$ cat src/rtl/pipeline_defs_pkg.sv
// Shared decode/execute definitions: opcodes, ALU operations and the control bundle.
// The BUBBLE_CNT_EN build option lives in id_ex_stage; nothing here depends on it.
package pipeline_defs_pkg;

    localparam int unsigned OPCODE_W = 4;
    localparam int unsigned FUNCT_W  = 4;
    localparam int unsigned ALUOP_W  = 4;

    localparam logic [OPCODE_W-1:0] OP_NOP   = 4'h0;
    localparam logic [OPCODE_W-1:0] OP_RTYPE = 4'h1;
    localparam logic [OPCODE_W-1:0] OP_ADDI  = 4'h2;
    localparam logic [OPCODE_W-1:0] OP_STORE = 4'h3;
    localparam logic [OPCODE_W-1:0] OP_LOAD  = 4'h4;
    localparam logic [OPCODE_W-1:0] OP_BEQ   = 4'h5;
    localparam logic [OPCODE_W-1:0] OP_JMP   = 4'h6;
    localparam logic [OPCODE_W-1:0] OP_HALT  = 4'hF;

    localparam logic [ALUOP_W-1:0] ALU_ADD = 4'h0;
    localparam logic [ALUOP_W-1:0] ALU_SUB = 4'h1;
    localparam logic [ALUOP_W-1:0] ALU_AND = 4'h2;
    localparam logic [ALUOP_W-1:0] ALU_OR  = 4'h3;
    localparam logic [ALUOP_W-1:0] ALU_XOR = 4'h4;
    localparam logic [ALUOP_W-1:0] ALU_SLT = 4'h5;
    localparam logic [ALUOP_W-1:0] ALU_SLL = 4'h6;
    localparam logic [ALUOP_W-1:0] ALU_SRL = 4'h7;

    typedef struct packed {
        logic               reg_write;
        logic               branch;
        logic               jump;
        logic               halt;
        logic               write_op2;
        logic               mem_read;
        logic [ALUOP_W-1:0] aluop;
    } ctrl_t;

    localparam int unsigned CTRL_W = $bits(ctrl_t);

    localparam ctrl_t BUBBLE = '0;

    // An empty ID slot must never carry live control into EX.
    function automatic ctrl_t gate_ctrl(input ctrl_t c, input logic valid);
        return valid ? c : BUBBLE;
    endfunction

endpackage

$ cat src/rtl/hazard_detect.sv
// Combinational load-use / halt hazard detection; also drives the IF/ID hold input.
module hazard_detect #(
    parameter int unsigned REG_AW = 4
) (
    input  logic              ex_valid_i,
    input  logic              ex_mem_read_i,
    input  logic              ex_halt_i,
    input  logic [REG_AW-1:0] ex_rd_i,
    input  logic              id_valid_i,
    input  logic [REG_AW-1:0] id_rs_i,
    input  logic [REG_AW-1:0] id_rt_i,
    input  logic              branch_taken_i,
    input  logic              halted_i,
    output logic              load_use_o,
    output logic              halt_pend_o,
    output logic              hazard_stall_o
);

    logic rd_match;

    // Register 0 is hardwired, so a load targeting it never creates a dependency.
    assign rd_match = (ex_rd_i != '0) && ((ex_rd_i == id_rs_i) || (ex_rd_i == id_rt_i));

    assign load_use_o     = ex_valid_i & ex_mem_read_i & id_valid_i & rd_match;
    assign halt_pend_o    = ex_valid_i & ex_halt_i;
    assign hazard_stall_o = (load_use_o & ~branch_taken_i) | halt_pend_o | halted_i;

endmodule

$ cat src/rtl/id_ex_stage.sv
// ID/EX pipeline register with load-use bubble insertion, branch flush, stall hold and halt.
// Build option BUBBLE_CNT_EN adds a saturating BubbleCount of flush and load-use bubbles.
module id_ex_stage
    import pipeline_defs_pkg::*;
#(
    parameter int unsigned DATA_W = 16,
    parameter int unsigned REG_AW = 4,
    parameter int unsigned PC_W   = 16
) (
    input  logic                clk,
    input  logic                rst_n,
    input  logic                IdValid,
    input  logic [OPCODE_W-1:0] IdOpcode,
    input  logic [FUNCT_W-1:0]  IdFunct,
    input  logic [REG_AW-1:0]   IdRs,
    input  logic [REG_AW-1:0]   IdRt,
    input  logic [REG_AW-1:0]   IdRd,
    input  logic [DATA_W-1:0]   IdData1,
    input  logic [DATA_W-1:0]   IdData2,
    input  logic [DATA_W-1:0]   IdImm,
    input  logic [PC_W-1:0]     IdPC,
    input  logic                RegWrite,
    input  logic                Branch,
    input  logic                Jump,
    input  logic                Halt,
    input  logic                WriteOP2,
    input  logic                MemRead,
    input  logic [ALUOP_W-1:0]  ALUOP,
    input  logic                ExStall,
    input  logic                BranchTaken,
    output logic                ExValid,
    output logic [OPCODE_W-1:0] ExOpcode,
    output logic [FUNCT_W-1:0]  ExFunct,
    output logic [ALUOP_W-1:0]  ExALUOP,
    output logic [REG_AW-1:0]   ExRd,
    output logic [DATA_W-1:0]   ExData1,
    output logic [DATA_W-1:0]   ExData2,
    output logic [DATA_W-1:0]   ExImm,
    output logic [PC_W-1:0]     ExPC,
    output logic                ExRegWrite,
    output logic                ExBranch,
    output logic                ExJump,
    output logic                ExHalt,
    output logic                ExWriteOP2,
    output logic                ExMemRead,
    output logic                HazardStall,
    output logic                Halted
`ifdef BUBBLE_CNT_EN
    ,
    output logic [15:0]         BubbleCount
`endif
);

    logic                valid_q,  valid_d;
    ctrl_t               ctrl_q,   ctrl_d;
    logic [OPCODE_W-1:0] opcode_q, opcode_d;
    logic [FUNCT_W-1:0]  funct_q,  funct_d;
    logic [REG_AW-1:0]   rd_q,     rd_d;
    logic [DATA_W-1:0]   data1_q,  data1_d;
    logic [DATA_W-1:0]   data2_q,  data2_d;
    logic [DATA_W-1:0]   imm_q,    imm_d;
    logic [PC_W-1:0]     pc_q,     pc_d;
    logic                halted_q, halted_d;

    logic  load_use;
    logic  halt_pend;
    logic  load_bubble;
    logic  load_id;
    ctrl_t id_ctrl;

    hazard_detect #(
        .REG_AW (REG_AW)
    ) u_hazard_detect (
        .ex_valid_i     (valid_q),
        .ex_mem_read_i  (ctrl_q.mem_read),
        .ex_halt_i      (ctrl_q.halt),
        .ex_rd_i        (rd_q),
        .id_valid_i     (IdValid),
        .id_rs_i        (IdRs),
        .id_rt_i        (IdRt),
        .branch_taken_i (BranchTaken),
        .halted_i       (halted_q),
        .load_use_o     (load_use),
        .halt_pend_o    (halt_pend),
        .hazard_stall_o (HazardStall)
    );

    assign id_ctrl = gate_ctrl('{reg_write: RegWrite, branch: Branch, jump: Jump, halt: Halt,
                                 write_op2: WriteOP2, mem_read: MemRead, aluop: ALUOP},
                               IdValid);

    // Priority: flush, halted, downstream hold, halt drain, load-use bubble, normal load.
    always_comb begin
        load_bubble = 1'b0;
        load_id     = 1'b0;
        halted_d    = halted_q;
        if (BranchTaken) begin
            load_bubble = 1'b1;
        end else if (halted_q) begin
            load_bubble = 1'b1;
        end else if (ExStall) begin
            load_bubble = 1'b0;
        end else if (halt_pend) begin
            load_bubble = 1'b1;
            halted_d    = 1'b1;
        end else if (load_use) begin
            load_bubble = 1'b1;
        end else begin
            load_id = 1'b1;
        end
    end

    always_comb begin
        valid_d  = valid_q;
        ctrl_d   = ctrl_q;
        opcode_d = opcode_q;
        funct_d  = funct_q;
        rd_d     = rd_q;
        data1_d  = data1_q;
        data2_d  = data2_q;
        imm_d    = imm_q;
        pc_d     = pc_q;
        if (load_bubble) begin
            valid_d  = 1'b0;
            ctrl_d   = BUBBLE;
            opcode_d = '0;
            funct_d  = '0;
            rd_d     = '0;
            data1_d  = '0;
            data2_d  = '0;
            imm_d    = '0;
            pc_d     = '0;
        end else if (load_id) begin
            valid_d  = IdValid;
            ctrl_d   = id_ctrl;
            opcode_d = IdOpcode;
            funct_d  = IdFunct;
            rd_d     = IdRd;
            data1_d  = IdData1;
            data2_d  = IdData2;
            imm_d    = IdImm;
            pc_d     = IdPC;
        end
    end

    always_ff @(posedge clk or negedge rst_n) begin
        if (!rst_n) begin
            valid_q  <= 1'b0;
            ctrl_q   <= BUBBLE;
            opcode_q <= '0;
            funct_q  <= '0;
            rd_q     <= '0;
            data1_q  <= '0;
            data2_q  <= '0;
            imm_q    <= '0;
            pc_q     <= '0;
            halted_q <= 1'b0;
        end else begin
            valid_q  <= valid_d;
            ctrl_q   <= ctrl_d;
            opcode_q <= opcode_d;
            funct_q  <= funct_d;
            rd_q     <= rd_d;
            data1_q  <= data1_d;
            data2_q  <= data2_d;
            imm_q    <= imm_d;
            pc_q     <= pc_d;
            halted_q <= halted_d;
        end
    end

`ifdef BUBBLE_CNT_EN
    logic        bubble_evt;
    logic [15:0] bubble_cnt_q, bubble_cnt_d;

    // Only flushes and load-use bubbles are counted; halt-related bubbles are not.
    assign bubble_evt = BranchTaken | (~halted_q & ~ExStall & ~halt_pend & load_use);

    always_comb begin
        bubble_cnt_d = bubble_cnt_q;
        if (bubble_evt && (bubble_cnt_q != 16'hFFFF)) begin
            bubble_cnt_d = bubble_cnt_q + 16'd1;
        end
    end

    always_ff @(posedge clk or negedge rst_n) begin
        if (!rst_n) begin
            bubble_cnt_q <= '0;
        end else begin
            bubble_cnt_q <= bubble_cnt_d;
        end
    end

    assign BubbleCount = bubble_cnt_q;
`endif

    assign ExValid    = valid_q;
    assign ExOpcode   = opcode_q;
    assign ExFunct    = funct_q;
    assign ExALUOP    = ctrl_q.aluop;
    assign ExRd       = rd_q;
    assign ExData1    = data1_q;
    assign ExData2    = data2_q;
    assign ExImm      = imm_q;
    assign ExPC       = pc_q;
    assign ExRegWrite = ctrl_q.reg_write;
    assign ExBranch   = ctrl_q.branch;
    assign ExJump     = ctrl_q.jump;
    assign ExHalt     = ctrl_q.halt;
    assign ExWriteOP2 = ctrl_q.write_op2;
    assign ExMemRead  = ctrl_q.mem_read;
    assign Halted     = halted_q;

endmodule
$ cat config.mk
export PLATFORM = sky130hd
export DESIGN_NAME = id_ex_stage
export DESIGN_NICKNAME = d
export VERILOG_FILES = /design/src/rtl/pipeline_defs_pkg.sv /design/src/rtl/hazard_detect.sv /design/src/rtl/id_ex_stage.sv
export SDC_FILE = /design/constraint.sdc
export NUM_CORES = 1
export LEC_CHECK = 0
export BUFFER_PORTS_ARGS = -buffer_cell sky130_fd_sc_hd__buf_4
export CORE_AREA = 2 2 91 93
export DETAILED_ROUTE_END_ITERATION = 7
export DIE_AREA = 0 0 93 95
export GPL_TIMING_DRIVEN = 0
export MAX_ROUTING_LAYER = met4
export PLACE_DENSITY = 0.84
export SETUP_SLACK_MARGIN = 0.02
export SLEW_MARGIN = 10
export SYNTH_ARGS = -nofsm -noshare
export SYNTH_HDL_FRONTEND = slang
export SYNTH_SLANG_ARGS = --single-unit
export TNS_END_PERCENT = 10
$ cat constraint.sdc
create_clock -name clk -period 4.6 [get_ports clk]
set_input_delay 0.46 -clock clk [delete_from_list [all_inputs] [get_ports clk]]
set_output_delay 0.46 -clock clk [all_outputs]
set_load 0.01 [all_outputs]
### Word-level counts from Yosys, hierarchy flattened

Index checks and enable logic that the tools add are counted.
W data, S select, Z words.

| operators by class | value |
|---|---|
| equality and inequality tests | 2 |
| muxes and demuxes | 32 |
| bitwise operators | 8 |
| reduce and logical (&&, ||, !) cells | 4 |

Operator list:

| operator | number |
|---|---|
| $mux W16 | 8 |
| $mux W10 | 3 |
| $mux W4 | 6 |
| $mux W1 | 15 |
| $eq A4 B4 Y1 | 2 |
| $and A1 B1 Y1 | 5 |
| $reduce_bool A4 Y1 | 1 |
| $or A1 B1 Y1 | 2 |
| $reduce_bool A2 Y1 | 1 |
| $logic_and A1 B1 Y1 | 1 |
| $logic_or A1 B1 Y1 | 1 |
| $not A1 Y1 | 1 |

| word-level totals | value |
|---|---|
| register bits | 88 |
| input bits | 99 |

### Depth between registers and ports, before layout

Gate-level depths: netlist of run 1.

| depth | value |
|---|---|
| depth in word-level cells | 11 |
| gate-level depth with buffers | 7 |
| depth with buffers taken out | 4 |

### Modules after synthesis

From an unflattened synthesis of run 1, not the netlist that was laid out.

| unflattened totals | value |
|---|---|
| cells, all modules | 232 |
| area total of the unflattened synthesis | 3465.8 sq um |

Modules (own cells, without submodules):

| module | times used | cells each | area each (sq um) | seq. area each (sq um) |
|---|---|---|---|---|
| id_ex_stage | 1 | 216 | 3338.2 | 2202.1 |
| hazard_detect | 1 | 16 | 127.6 | 0.0 |

### Least setup slack after synthesis of run 1

No wires, ideal clock.

| timing path | value |
|---|---|
| kind | register -> output |
| start | reg rd_q[1] (netlist: ExRd[1]) |
| end | out HazardStall |
| data arrival time | 1.417 ns |
| data required time | 4.140 ns |
| setup slack | 2.723 ns |
| cell stages (with the launch flop) | 5 |
| cell sequence | dfrtp_1 xor2_1 nor4_2 nor2_1 o31ai_1 |

| between the ends | value |
|---|---|
| cells in the longest elaborated chain, start to end | 7 |
| elaborated cells between the ends (all ways) | 9 |
| classes of those cells | eq/ne: 2; bitwise: 4; reduce/logical: 3 |

RTL lines:

| what | RTL line | source |
|---|---|---|
| from (decl) | id_ex_stage.sv:58 | `logic [REG_AW-1:0] rd_q, rd_d;` |
| from (signal assigned) | id_ex_stage.sv:163 | `rd_q <= rd_d;` |
| $eq A4 B4 Y1 | hazard_detect.sv:22 | `assign rd_match = (ex_rd_i != '0) && ((ex_rd_i == id_rs_i) \|\| (ex_rd_i == id_rt_i));` |
| $logic_or A1 B1 Y1 | hazard_detect.sv:22 |  |
| $logic_and A1 B1 Y1 * | hazard_detect.sv:22 |  |
| $and A1 B1 Y1 * | hazard_detect.sv:24 | `assign load_use_o = ex_valid_i & ex_mem_read_i & id_valid_i & rd_match;` |
| $and A1 B1 Y1 * | hazard_detect.sv:26 | `assign hazard_stall_o = (load_use_o & ~branch_taken_i) \| halt_pend_o \| halted_i;` |
| $or A1 B1 Y1 * (2 in series) | hazard_detect.sv:26 |  |
| to (decl) | id_ex_stage.sv:46 | `output logic HazardStall,` |

Every way passes the cells marked *; elsewhere a longest branch is shown, timed or not.

### Worst setup path after layout of run 1

Ends and elaborated chain as after synthesis.

==> reports/metrics.csv, run 1 <==
metric,value,unit
list of most frequent post-synthesis cells,"nand2_1 (165), dfrtp_1 (88), o21ai_0 (57)",
Longest Clk Path Bufs,2,
htree depth,3,
"area leader, netlist",dfrtp_1,
Core Region,7928,sq um
P per Cell Area,297.9,nW/um^2
Post-Syn Area per Cell,9.467,sq um
Skew-Pair Late Insertion Delay,350,ps
initial drt markers,149,
Antenna diodes,0,
flop-to-flop setup slack,2720,ps
Critical Path AT,1940,ps
CTS Sinks,88,
hold buffers post-CTS,0,
Synth Net Count,498,
Hold Slack,309.2,ps
die area,8835,sq um
gr usage total,0.2424,
actual slew at the worst max-slew pin,1081,ps
clock slew at reported path FFs,80,ps
Final Hold Fails,0,
"Seq/Total Area, Yosys",0.5830,
Routed WL per cell,14.63,um
largest net degree at the start of global routing,89,
Initial Utilization,0.4765,
Worst Path Max Fanout,5,
Leakage,2.750,nW
startpoint types,flop,
FF-to-FF Start,ExValid$_DFFE_PN0P_,
Routed Wire Length,10.33,mm
antenna-violating nets left,0,
Final Slew Violations,0,
CTS resizes,0,
I/O pins,188,
Final HPWL DP,7.801,mm
yosys warns,0,
final setup vio count,0,
crit path time final,2396,ps
Port-buffer cells,187,
Setup Skew,8.242,ps
Area contributors post-synth,"dfrtp_1 (58%), nand2_1 (16%), o21ai_0 (7.6%), o21ai_2 (7.0%), xor2_1 (1.9%)",
RSZ-0062 raised after global routing,false,
area delta synth->final,45.61,%
"Top FF cell, synth",dfrtp_1,
Final #Nets,696,
fillcell total,635,
DR vias/cell,4.945,
first-pass GRT wire length,16.22,mm
post-CTS setup buffers,0,
vias in the first global route,3469,
post-synthesis instance total,399,
share of cells above drive strength 1,0.4143,
CTS buffer count,9,
Sum Neg Setup Slack,0,ps
initial antenna violation count,0,
CTS tree,built,
Peak VDD IR,0.1626,mV
crit path from,ExRd[1]$_DFFE_PN0P_,
die extent in x,93,um
WP data required,4140,ps
vias,3491,
Routability Congestion,0.7739,
"Core Util, Final",0.6938,
"EDFF count, synth",0,
CP Capture Type,output port,
max-cap violation count,0,
Yosys cell types,21,
FMAX,417.4,MHz
Tcrit/Tclk final,0.5209,
flip-flop and latch count after synthesis,88,
total grt overflow,0,
1st-pass router iterations,4,
Hold Path Class,primary input to async pin,
slew margin rel.,0.2796,
top-area cell type share of the netlist area,0.5830,
Setup CP Type,flop to output port,
DRC viols,0,
Synth Cell Area,3777,sq um
"count leader, synth",nand2_1,
total power,0.001638,W
async set-reset flop share out of synthesis,1.000,
root buffer cell,clkbuf_8,
Die H,95,um
Row Count,33,
status,finished clean,
-- layer usage --
metal / vias to the layer above / part of all wire / track usage
li1: 1698 / - / -
met5: - / 0 / -
met3: 21 / 0.061 / 0.04310
met1: 1630 / 0.42 / 0.2992
met2: 142 / 0.50 / 0.3949
met4: 0 / 0.025 / 0.1054
-- final cells by class --
class	count	area, sq um	share of cell area
sequential	88	2202	0.4004
clock inverter	3	42.54	0.007734
clock buffer	12	145.1	0.02639
multi-input combinational	282	1395	0.2536
tap	105	131.4	0.02389
timing repair buffer	187	1404	0.2552
buffer	29	180.2	0.03276
-- critical path, stage by stage (launching register included) --
cell     delay, ps
dfrtp_1        460
xor2_1         200
nor4_2         420
nor2_1          90
o31ai_1        250
buf_4          170
-- cells by family (layout without fill, tap and decap cells) --
group | Yosys count | in the layout | share of synthesized area
AND/OR/NAND/NOR | 183 | 183 | 0.1954
AO/OA/AOI/OAI | 91 | 91 | 0.1553
XOR/XNOR | 8 | 8 | 0.01855
buffers and inverters | 29 | 231 | 0.04770
flip-flops | 88 | 88 | 0.5830
-- power breakdown --
part,switching [W],internal (W),total [W]
Sequential,0.0000295,0.000816,0.000845
Combinational,0.000131,0.000140,0.000272
Clock,0.000259,0.000263,0.000522
Total,0.000420,0.00122,0.00164
-- path summary, 6_finish.rpt --
check / endpoint / cells after the start
max: HazardStall / 5
min: ExPC[11]$_DFFE_PN0P_ / 1
max reg2reg: ExImm[13]$_DFFE_PN0P_ / 7
min reg2reg: ExPC[10]$_DFFE_PN0P_ / 2
max in group asynchronous: ExPC[6]$_DFFE_PN0P_ / 1
min in group clk: ExImm[12]$_DFFE_PN0P_ / 3
-- placed cells by master (no fill, tap or decap) --
cell type,n
a31o_2,1
clkbuf_2,5
nor2_1,2
buf_12,3
and2_1,1
nor4_2,2
clkinvlp_4,1
buf_8,1
nand3_1,10
nor3b_2,1
o211a_4,1
clkbuf_8,10
clkinv_2,1
dfrtp_1,88
buf_4,187
a21oi_1,1
o31ai_1,1
bufinv_16,1
o21ai_0,57
nand2_1,165
buf_2,4
clkbuf_1,18
or4_4,1
xor2_1,8
and3_1,1
o21ai_2,30
-- stage by stage --
stage | instances | instance area (sq um) | setup slack [ps]
2_1_floorplan | 399 | 3777 | 2723
3_3_place_gp | 691 | 5313 | 2538
3_5_place_dp | 691 | 5313 | 2520
4_1_cts | 706 | 5500 | 2205
5_1_grt | 706 | 5500 | 2108
6_report | 706 | 5500 | 2204
-- state kept, by name, indices dropped and copies added (netlist names), 4 cells and up --
register	flops
ExData1	16
ExData2	16
ExImm	16
ExPC	16
ExALUOP	4
ExFunct	4
ExOpcode	4
ExRd	4
Note: power is estimated with default switching activity, not from simulation.
==> run 2, diff against run 1 <==
- ABC_AREA: default -> 1
- CORE_AREA: 2 2 91 93 -> 2 2 96 98
- DIE_AREA: 0 0 93 95 -> 0 0 98 100
- PLACE_DENSITY: 0.84 -> 0.78
- clock period: 4.6 -> 2.35 ns (I/O delays scaled with it)
==> run 2 against run 1 <==
  * Global-route usage shrank 2.1 points
  * Register-to-register slack lost 2100 ps
  * Largest cell class unchanged
  * Design area grew 2.4%
  * Clock skew grew 7.2 ps
  * The run now ends with hold timing left
  * Non-clock buffer count shrank 1
  * Sequential power grew 79%
  * Setup slack lost 1700 ps
  * Via count grew 3.5%
  * Largest power group unchanged
==> reports/metrics.csv, run 2 <==
metric,value,unit,change
status,finished with violations,,
failing checks,hold timing,,
xor and xnor area share after synthesis,0,,-0.01855
Die H,100,um,+5.3%
vias,3614,,+3.5%
antenna-violating nets left,0,,unchanged
worst reg2reg path depth,7,,unchanged
total grt overflow,0,,unchanged
Met3 Wirelength,497,um,-22%
area delta synth->final,44.43,%,
Simple-Gate Fraction of Synth Area,0.2262,,+0.03075
Post-Syn Area per Cell,8.924,sq um,-5.7%
share of cells above drive strength 1,0.4085,,-0.005859
Skew-Pair Late Insertion Delay,350,ps,about the same
die extent in x,98,um,+5.4%
clock slew at reported path FFs,90,ps,about the same
largest net degree at the start of global routing,89,,unchanged
Sum Neg Setup Slack,0,ps,unchanged
Critical Path AT,1660,ps,-280 ps
startpoint types,flop,,
Hold Path Class,primary input to async pin,,
crit path time final,1893,ps,
first-pass GRT wire length,17.09,mm,+5.4%
die area,9800,sq um,+11%
Routability Congestion,0.8468,,+9.4%
Initial Utilization,0.4387,,-0.03778
adder-cell share of the synthesized area,0,,unchanged
flip-flop and latch count after synthesis,88,,unchanged
WP data required,2120,ps,-2020 ps
Final Hold Fails,84,,+84
list of most frequent post-synthesis cells,"nand2_1 (204), dfrtp_1 (88), o21ai_2 (40)",,
Routed WL per cell,14.15,um,-3.3%
CTS buffer count,9,,unchanged
post-synthesis instance total,437,,+9.5%
fillcell total,767,,+21%
Final #Nets,734,,+5.5%
Hold Slack,-41.21,ps,-350.5 ps
Port-buffer cells,187,,unchanged
Area contributors post-synth,"dfrtp_1 (56%), nand2_1 (20%), o21ai_2 (9.0%), o21ai_0 (4.7%), buf_12 (2.6%)",,
Synth Area in Compound Gates,0.1421,,-0.01323
htree depth,3,,unchanged
1st-pass router iterations,4,,unchanged
"Top FF cell, synth",dfrtp_1,,
top-area cell type share of the netlist area,0.5646,,-0.01833
"commonest non-fill, non-tap cells in the layout","nand2_1 (204), buf_4 (187), dfrtp_1 (88)",,
final setup vio count,0,,unchanged
"area leader, netlist",dfrtp_1,,
post-CTS setup buffers,0,,unchanged
hold buffers post-CTS,0,,unchanged
I/O pins,188,,unchanged
max-cap violation count,0,,unchanged
slew margin rel.,0.4726,,+0.1930
actual slew at the worst max-slew pin,791.1,ps,-289.4 ps
Antenna diodes,0,,unchanged
CP Capture Type,output port,,
yosys warns,0,,unchanged
Routed Wire Length,10.61,mm,+2.7%
FMAX,528.2,MHz,
"count leader, synth",nand2_1,,
Row Count,35,,+6.1%
initial drt markers,105,,-30%
"EDFF count, synth",0,,unchanged
Leakage,3.188,nW,+16%
DR vias/cell,4.819,,-2.6%
async set-reset flop share out of synthesis,1.000,,unchanged
DRC viols,0,,unchanged
P per Cell Area,487.3,nW/um^2,+64%
Setup CP Type,flop to output port,,
Longest Clk Path Bufs,2,,unchanged
CTS resizes,0,,unchanged
Setup WS post-layout,456.9,ps,-1747 ps
CTS tree,built,,
placed inst area,5443,sq um,+2.4%
Synth Cell Area,3900,sq um,+3.2%
post-synthesis mux area share,0,,unchanged
"Seq/Total Area, Yosys",0.5646,,-0.01833
Tcrit/Tclk final,0.8056,,
root buffer cell,clkbuf_8,,
largest family of logic cells by synthesized area,simple AND/OR/NAND/NOR gates,,
Setup WS pre-CTS,658.2,ps,-1862 ps
Setup Skew,15.43,ps,+7.191 ps
Yosys cell types,19,,-9.5%
CTS Sinks,88,,unchanged
gr usage total,0.2219,,-0.02055
Peak VDD IR,0.2389,mV,+47%
initial antenna violation count,0,,unchanged
DR top layer,met4,,
Final Instance Area,5633,sq um,+2.4%
vias in the first global route,3544,,+2.2%
met1 wire length,4.519,mm,+4.9%
Final Slew Violations,0,,unchanged
routed wl met2,5.335,mm,+4.0%
Core Region,8890,sq um,+12%
Final HPWL DP,7.847,mm,+0.59%
"most common cell after layout, fill and taps aside",nand2_1,,
Synth Net Count,536,,+7.6%
Worst Path Max Fanout,5,,unchanged
RSZ-0062 raised after global routing,false,,
## run 2: critical path: stages (launching register included)
cell,delay (ps)
dfrtp_1,460
inv_1,110
nand2_1,70
nand2_1,60
nor2_1,90
nand2_1,50
nand2_1,70
nand2_2,90
o21ai_0,170
buf_4,150
## run 2: per-layer routing
metal / vias up / track usage
li1: 1773 / -
met4: 0 / 0.08440
met5: - / -
met2: 117 / 0.3620
met1: 1703 / 0.2862
met3: 21 / 0.02855
## run 2: cell type report
| class | instances | area, sq um | share of cell area |
|---|---|---|---|
| Multi-Input combinational cell | 305 | 1436 | 0.2550 |
| Timing Repair Buffer | 187 | 1408 | 0.2499 |
| Clock inverter | 4 | 45.04 | 0.007996 |
| Buffer | 28 | 201.4 | 0.03576 |
| Clock buffer | 11 | 141.4 | 0.02510 |
| Tap cell | 111 | 138.9 | 0.02466 |
| Inverter | 16 | 60.06 | 0.01066 |
| Sequential cell | 88 | 2202 | 0.3909 |
## run 2: worst paths after layout
path                                   startpoint                      to  slack [ps]
max in group asynchronous                   rst_n  ExData2[5]$_DFFE_PN0P_        1860
hold reg to reg            ExData2[7]$_DFFE_PN0P_  ExData2[7]$_DFFE_PN0P_         490
hold / removal                              rst_n  ExData1[1]$_DFFE_PN0P_         -40
setup reg to reg               Halted$_DFFE_PN0N_    ExImm[5]$_DFFE_PN0P_         670
min in group clk                          ExStall      Halted$_DFFE_PN0N_         100
setup / recovery              ExRd[3]$_DFFE_PN0P_             HazardStall         460
## run 2: power by group
group	internal [W]	switching (W)
sequential	0.00151	0
combinational	0.000123	0.0000873
clock	0.000511	0.000511
## run 2: kinds of logic (layout without fill, tap and decap cells)
family	count (synthesis)	count (layout)
compound gates	80	80
buf+inv	44	246
flops	88	88
simple gates	225	225
## run 2: per-stage QoR
step                      instances  power, W    util
final                           750  0.002745  0.6336
after global routing            750  0.002855  0.6336
after CTS                       750  0.002770  0.6332
after detailed placement        735  0.001754  0.6122
after global placement          735  0.001750  0.6122
after floorplan                 437  0.001592       -
==> run 3, diff against run 2 <==
- CORE_AREA: 2 2 96 98 -> 2 2 100 102
- DIE_AREA: 0 0 98 100 -> 0 0 102 104
- PLACE_DENSITY: 0.78 -> 0.75
- clock period: 2.35 -> 1.6 ns (I/O delays scaled with it)
==> run 3 against run 2 <==
  * The flow finishes with violations (setup timing)
  * Setup slack got worse by 570 ps
  * Clock skew fell by 2.3 ps
  * Wire length is 0.77% lower
==> reports/metrics.csv, run 3 (synthesized netlist as in run 2, its figures left out) <==
metric,value,unit,change
Port-buffer cells,187,,unchanged
Final Slew Violations,0,,unchanged
slew margin rel.,0.2608,,-0.2118
Routed WL per cell,13.53,um,-4.3%
Worst Path Max Fanout,4,,-1
max-cap violation count,0,,unchanged
crit path time final,1717,ps,
Core Region,9549,sq um,+7.4%
Final #Nets,742,,+1.1%
Critical Path AT,1560,ps,-100 ps
clock power share,0.388,,+0.016
vias in the first global route,3459,,-2.4%
Setup WS post-layout,-116.7,ps,-573.6 ps
Post-Layout Cell Count,778,,+3.7%
switching share of power,0.2141,,-0.003847
largest net degree at the start of global routing,89,,unchanged
area delta synth->final,49.70,%,
Setup CP Type,flop to output port,,
Hold Path Class,primary input to async pin,,
DR vias/cell,4.675,,-3.0%
initial antenna violation count,0,,unchanged
final setup vio count,47,,+47
CTS tree,built,,
antenna-violating nets left,0,,unchanged
CTS buffer count,9,,unchanged
die area,10610,sq um,+8.2%
root buffer cell,clkbuf_8,,
I/O pins,188,,unchanged
Routed Wire Length,10.53,mm,-0.77%
Antenna diodes,0,,unchanged
total grt overflow,0,,unchanged
FMAX,582.5,MHz,
clock slew at reported path FFs,90,ps,about the same
die extent in x,102,um,+4.1%
combinational group share of total power,0.076,,about the same
RSZ-0062 raised after global routing,true,,
Internal Power,0.003256,W,+52%
actual slew at the worst max-slew pin,1109,ps,+317.6 ps
"Core Util, Final",0.6114,,-0.02226
DRC viols,0,,unchanged
Final HPWL DP,7.718,mm,-1.6%
startpoint types,flop,,
Sum Neg Setup Slack,-1478,ps,-1478 ps
Routability Congestion,0.8477,,+0.11%
Longest Clk Path Bufs,2,,unchanged
flop-to-flop setup slack,-50,ps,-720 ps
FF-to-FF Start,ExRd[0]$_DFFE_PN0P_,,
reg-to-reg endpoint,ExPC[3]$_DFFE_PN0P_,,
worst reg2reg path depth,12,,+5
P per Cell Area,709.7,nW/um^2,+46%
1st-pass router iterations,6,,+2
CP Capture Type,output port,,
placed cells,757,,+3.0%
Hold Slack,10.21,ps,+51.42 ps
htree depth,3,,unchanged
initial drt markers,147,,+40%
Row Count,36,,+2.9%
share of cells above drive strength 1,0.4388,,+0.03031
Final Hold Fails,0,,-100%
first-pass GRT wire length,17.04,mm,-0.28%
Die H,104,um,+4.0%
failing checks,setup timing,,
status,finished with violations,,
Initial Utilization,0.4084,,-0.03029
CTS Sinks,88,,unchanged
gr usage total,0.2077,,-0.01418
Psw,0.0008871,W,+48%
Peak VDD IR,0.3900,mV,+63%
Skew-Pair Late Insertion Delay,340,ps,about the same
"commonest non-fill, non-tap cells in the layout","nand2_1 (200), buf_4 (195), dfrtp_1 (86)",,
Tcrit/Tclk final,1.073,,
Setup Skew,13.11,ps,-2.327 ps
WP data required,1440,ps,-680 ps
share of power burned in registers,0.536,,-0.015
vias,3637,,+0.64%
"most common cell after layout, fill and taps aside",nand2_1,,
Leakage,3.278,nW,+2.8%
## run 3: per-stage QoR
| stage | worst slack [ps] | cell area (sq um) | total power (W) |
|---|---|---|---|
| after global placement | -110.4 | 5470 | 0.002572 |
| after CTS | -39.33 | 5761 | 0.004182 |
| after floorplan | 236.3 | 3900 | 0.002338 |
| after global routing | -203.5 | 5838 | 0.004340 |
| final | -116.7 | 5838 | 0.004143 |
| after detailed placement | -108.7 | 5470 | 0.002578 |
## run 3: layout make-up
| type | instances | area, sq um |
|---|---|---|
| Timing Repair Buffer | 195 | 1516 |
| Sequential cell | 88 | 2205 |
| Clock buffer | 9 | 123.9 |
| Tap cell | 133 | 166.4 |
| Buffer | 28 | 227.7 |
| Clock inverter | 4 | 72.57 |
| Multi-Input combinational cell | 305 | 1464 |
| Fill cell | 859 | 3711 |
| Inverter | 16 | 62.56 |
## run 3: power groups by stage
stage,Clock (W),Combinational (W),Sequential [W]
floorplan,0,0.0000711,0.00227
global placement,0,0.000306,0.00227
detailed placement,0,0.000312,0.00227
CTS,0.00164,0.000316,0.00222
global route,0.00177,0.000352,0.00222
finish,0.00161,0.000315,0.00222
## run 3: how the worst max path moves through the flow
| stage | from | to | slack, ps | depth (start not counted) |
|---|---|---|---|---|
| finish | ExRd[0]$_DFFE_PN0P_ | HazardStall | -120 | 9 |
| global route | ExRd[0]$_DFFE_PN0P_ | HazardStall | -200 | 9 |
| CTS | ExRd[0]$_DFFE_PN0P_ | HazardStall | -40 | 9 |
| detailed placement | Halted$_DFFE_PN0N_ | ExImm[12]$_DFFE_PN0P_ | -110 | 7 |
| global placement | Halted$_DFFE_PN0N_ | ExImm[9]$_DFFE_PN0P_ | -110 | 7 |
| floorplan | ExRd[0]$_DFFE_PN0P_ | ExData1[15]$_DFFE_PN0P_ | 240 | 11 |
## run 3: critical path, stage by stage, from the launching register on
cell     delay [ps]
dfrtp_1         440
buf_6           140
nand2_2          60
nand2_1          40
nor2_1           80
nand2_1          60
nand2_1          70
nand2_2          70
o21ai_2         120
buf_4           130
## run 3: what timing repair did
action,CTS,global route
pin swaps,1,4
endpoints found under the setup margin,51,88
hold buffers,1,0
gates resized for setup,13,24
buffers inserted,3,2
gates cloned,1,1
endpoints found under the hold margin,1,0
## run 3: layer usage
| layer | vias up | track usage | part of all wire |
|---|---|---|---|
| met3 | 17 | 0.04368 | 0.053 |
| met5 | - | - | 0 |
| met1 | 1719 | 0.2733 | 0.42 |
| met2 | 107 | 0.3275 | 0.51 |
| li1 | 1794 | - | - |
| met4 | 0 | 0.05524 | 0.017 |
